<file path="src/rtl/uart_rx_pkg.sv">
// Shared types and constants for the UART receive controller.
package uart_rx_pkg;

    typedef enum logic [2:0] {
        IDLE,
        CLEAR,
        RECEIVE,
        CHECK,
        LOAD
    } rx_state_t;

    localparam int DATA_BITS_DEFAULT = 8;
    localparam int FRAME_SHIFTS      = DATA_BITS_DEFAULT + 1;

endpackage

</file>
<file path="src/rtl/uart_rx_ctrl_start_bit_det.sv">
// Two-flop synchronizer for the raw serial line plus falling-edge (start bit) detect.
module start_bit_det (
    input  logic clk,
    input  logic n_rst,
    input  logic serial_in,
    output logic sync_out,
    output logic start_edge
);

    logic sync_1;
    logic sync_2;
    logic prev;

    always_ff @(posedge clk) begin
        if (!n_rst) begin
            sync_1 <= 1'b1;
            sync_2 <= 1'b1;
            prev   <= 1'b1;
        end else begin
            sync_1 <= serial_in;
            sync_2 <= sync_1;
            prev   <= sync_2;
        end
    end

    assign sync_out   = sync_2;
    assign start_edge = prev & ~sync_2;

endmodule

</file>
<file path="src/rtl/uart_rx_ctrl.sv">
// UART receive controller: start detect, timer enable, bit shifting, stop check and output buffer.
module uart_rx_ctrl
    import uart_rx_pkg::*;
#(
    parameter int DATA_BITS = DATA_BITS_DEFAULT
) (
    input  logic                 clk,
    input  logic                 n_rst,
    input  logic                 serial_in,
    input  logic                 shift_enable,
    input  logic                 packet_done,
    input  logic                 data_read,
    output logic                 enable_timer,
    output logic [DATA_BITS-1:0] rx_data,
    output logic                 data_ready,
    output logic                 overrun_error,
    output logic                 framing_error
);

    rx_state_t          state;
    rx_state_t          next_state;
    logic [DATA_BITS:0] sr;
    logic               sync;
    logic               start_edge;

    start_bit_det u_start_bit_det (
        .clk       (clk),
        .n_rst     (n_rst),
        .serial_in (serial_in),
        .sync_out  (sync),
        .start_edge(start_edge)
    );

    always_ff @(posedge clk) begin
        if (!n_rst) begin
            state         <= IDLE;
            sr            <= '1;
            rx_data       <= '0;
            data_ready    <= 1'b0;
            overrun_error <= 1'b0;
            framing_error <= 1'b0;
        end else begin
            state <= next_state;

            // Host acknowledge applies everywhere except LOAD, where the new byte wins.
            if (state != LOAD && data_read) begin
                data_ready    <= 1'b0;
                overrun_error <= 1'b0;
            end

            case (state)
                CLEAR: begin
                    framing_error <= 1'b0;
                    sr            <= '1;
                end
                RECEIVE: begin
                    if (shift_enable)
                        sr <= {sync, sr[DATA_BITS:1]};
                end
                CHECK: begin
                    if (!sr[DATA_BITS])
                        framing_error <= 1'b1;
                end
                LOAD: begin
                    rx_data    <= sr[DATA_BITS-1:0];
                    data_ready <= 1'b1;
                    if (data_read)
                        overrun_error <= 1'b0;
                    else if (data_ready)
                        overrun_error <= 1'b1;
                end
                default: ;
            endcase
        end
    end

    always_comb begin
        next_state = state;
        case (state)
            IDLE:    if (start_edge) next_state = CLEAR;
            CLEAR:   next_state = RECEIVE;
            RECEIVE: if (packet_done) next_state = CHECK;
            CHECK:   next_state = sr[DATA_BITS] ? LOAD : IDLE;
            LOAD:    next_state = IDLE;
            default: next_state = IDLE;
        endcase
    end

    assign enable_timer = (state == RECEIVE);

endmodule
</file>
<file path="config.mk">
export PLATFORM = sky130hd
export DESIGN_NAME = uart_rx_ctrl
export DESIGN_NICKNAME = d
export VERILOG_FILES = /design/src/rtl/uart_rx_pkg.sv /design/src/rtl/uart_rx_ctrl_start_bit_det.sv /design/src/rtl/uart_rx_ctrl.sv
export SDC_FILE = /design/constraint.sdc
export NUM_CORES = 1
export LEC_CHECK = 0
export ABC_AREA = 1
export CORE_AREA = 2 2 44 46
export DETAILED_ROUTE_END_ITERATION = 8
export DIE_AREA = 0 0 46 48
export DONT_BUFFER_PORTS = 1
export PLACE_DENSITY = 0.82
export SETUP_SLACK_MARGIN = 0.02
export SLEW_MARGIN = 40
export SYNTH_ARGS = -nofsm -noshare
export SYNTH_HDL_FRONTEND = slang
export SYNTH_SLANG_ARGS = --single-unit
</file>
<file path="constraint.sdc">
create_clock -name clk -period 1.8 [get_ports clk]
set_clock_uncertainty 0.15 [all_clocks]
set_input_delay 0.27 -clock clk [delete_from_list [all_inputs] [get_ports clk]]
set_output_delay 0.27 -clock clk [all_outputs]
set_load 0.05 [all_outputs]
</file>
==> flow_summary.yaml <==
global_route:
  track_usage_pct: 18.4
  grt_start_max_net_pins: 20
  antenna_found_initial: 0
  overflow: 0
  grt_pass1_vias: 718
  grt_pass1_wl_um: 2980
cts:
  htreeDepth: 1
  cts_resized: 0
  cts_buffer_depth: 2
  clk_latency_ns: 0.31
  cts_buffers: 3
  cts_hold_buf: 5
  clock_sinks: 26
  cts-root-buf: "clkbuf_4"
  cts_tree: "done"
  path_clk_slew_ns: 0.12
  post_cts_buffers: 0
outcome:
  status: "completed"
final_layout:
  n_antenna_cell: 0
  fin_nets: 146
  nFillCells: 154
  multi_input_area_um2: 407
  drive_above_1_share_pct: 15.8
  areaGrowthSynthToFinish_pct: 8.98
  fin_util_pct: 67.4
  ff_latch_area_um2: 520
floorplanning:
  die_x_um: 46
  die-area_mm2: 0.00221
  die_height_um: 48
  core_area_mm2: 0.00169
  initial_core_util_pct: 61.9
  num_rows: 15
  ios: 18
route:
  drt_first_iter_violations: 7
  wl_met3_um: 91
  ant_nets: 0
  wl_met1_um: 865
  vias: 834
  firstDrtPassIters: 4
  route.detailed.drc: 0
  wl_per_cell_um: 11.6
  viasPerCell: 5.35
  top_layer: "met4"
  wirelength_um: 1800
  route.met2.wl_um: 837
sta:
  rsz0062_at_grt: "no"
  post-route-min-period_ns: 1.64
  timing.final.crit_share_pct: 91.1
  finalHoldViolCount: 0
  tightest_slew_ns: 0.570
  finalWorstSetupSlack_ns: 0.161
  hold_ws_ns: 0.0536
  tns_ns: 0
  setup_viol: 0
  fmax_mhz: 610
  slew_viol_final: 0
  slew_headroom_pct: 61.9
logic_synthesis:
  synth_seq_cells: 26
  synth.distinct_cells: 20
  yosysSeqAreaShare_pct: 49.8
  synth_area_mm2: 0.00104
  synth_nets: 140
  synthCells: 134
  syn_avg_cell_area_um2: 7.80
  yosysWarnings: 0
power_and_ir_drop:
  swShare_pct: 21.7
  power.share.clock_pct: 35.9
  leakagePower_nw: 0.514
  power.density_mw_per_mm2: 939
  intPower_mw: 0.837
  power_frac_seq_pct: 56.2
  total_power_mw: 1.07
  power_frac_comb_pct: 7.9
  ir_drop_uv: 669
  p_sw_mw: 0.232
critical_path:
  crit_path_end: "enable_timer"
  r2r_end: "sr[0]"
  reg2reg_slack_ns: 0.40
  cp-startpoint: "state[1]"
  reg2reg_from: "state[1]"
  cp-start-kind: "flip-flop"
  cp.required_ns: 1.38
  path_class: "reg -> out"
  cp_max_fo: 11
  rr_worst_depth: 6
  worst_setup_path_end_kind: "primary output"
  cp.arrival_ns: 1.22
placed_design:
  gp_congestion: 0.875
  preCtsSetupSlack_ns: 0.454
  dp_hpwl_um: 1230
  portBuffers: 0
min_path:
  worstHoldPathType: "in -> reg"
run:
  max_cap_violations: 0
-- cell usage in the layout (no fill, tap or decap) --
cell type and n:
o22ai_1 1, inv_1 15, dlygate4sd3_1 5, o21ai_0 8
nand2_2 1, nand3_1 19, clkinv_4 1, buf_4 1
or2_2 3, nor3_1 1, nand3b_1 1, dfxtp_1 26
bufinv_16 1, inv_2 4, nand3_2 4, nor2_1 18
nand2_1 21, clkbuf_4 3, a21oi_2 2, nor2_2 2
a31oi_1 1, a21oi_1 1
-- power groups by stage --
stage,clock (mW),combinational (mW),sequential (mW)
after floorplan,0,0.0728,0.612
after global placement,0,0.0652,0.613
after detailed placement,0,0.0670,0.614
after CTS,0.397,0.0831,0.601
after global routing,0.429,0.0926,0.603
final,0.384,0.0841,0.601
-- final cells by class --
type / count / share of cell area, %
clock inverters: 1 / 2.64
multi-input cells: 83 / 35.7
clock buffers: 3 / 1.98
repair buffers: 6 / 5.05
flip-flops and latches: 26 / 45.7
inverters: 20 / 7.03
well taps: 17 / 1.87
-- routing by layer --
| layer | track usage (%) | vias to the layer above |
|---|---|---|
| li1 | - | 433 |
| met1 | 23.3 | 381 |
| met2 | 32.2 | 18 |
| met3 | 3.02 | 2 |
| met4 | 5.14 | 0 |
| met5 | 0 | - |
-- cell families (layout without fill, tap and decap cells) --
| logic type | count (synthesis) | after routing | share of synthesized area, % |
|---|---|---|---|
| AND/OR/NAND/NOR | 70 | 70 | 31.7 |
| buffers and inverters | 25 | 30 | 11.3 |
| flip-flops | 26 | 26 | 49.8 |
| AO/OA/AOI/OAI | 13 | 13 | 7.19 |
-- state kept, by name, summed over array words and instances, names as in the netlist --
register                  flops
data_ready                    1
framing_error                 1
overrun_error                 1
rx_data                       8
sr                            9
state                         3
u_start_bit_det.prev          1
u_start_bit_det.sync_1        1
u_start_bit_det.sync_out      1
-- cell usage after synthesis --
cell	n	area (um2)
nor2_1	18	67.6
nand3b_1	1	7.51
nor2_2	2	12.5
nand2_2	1	6.26
clkinv_4	1	8.76
buf_2	3	15.0
dfxtp_1	26	521
inv_2	4	15.0
or2_2	3	18.8
inv_1	15	56.3
a21oi_2	2	17.5
a31oi_1	1	6.26
nand3_1	19	95.1
o21ai_0	8	40.0
nand3_2	4	40.0
o22ai_1	1	6.26
buf_6	2	22.5
nand2_1	21	78.8
nor3_1	1	5.00
a21oi_1	1	5.00
-- critical path, stage by stage, from the launching register on --
cell     delay [ns]
dfxtp_1        0.45
nand2_1        0.10
nor2_2         0.10
buf_4          0.27
-- through the flow --
| stage | area (um2) | std cells |
|---|---|---|
| final | 1140 | 156 |
| after global routing | 1140 | 156 |
| after CTS | 1140 | 156 |
| after global placement | 1040 | 147 |
| after floorplan | 1040 | 134 |
| after detailed placement | 1040 | 147 |
-- how the worst min path moves through the flow --
stage,cells after the start,slack (ns),end,startpoint
floorplan,1,0.23,u_start_bit_det.sync_1,serial_in
global placement,1,0.19,sr[1],n_rst
detailed placement,1,0.20,sr[7],n_rst
CTS,2,0.05,state[1],n_rst
global route,2,0.05,state[1],n_rst
finish,2,0.05,state[1],n_rst
Power figures use the tool's default switching activity.
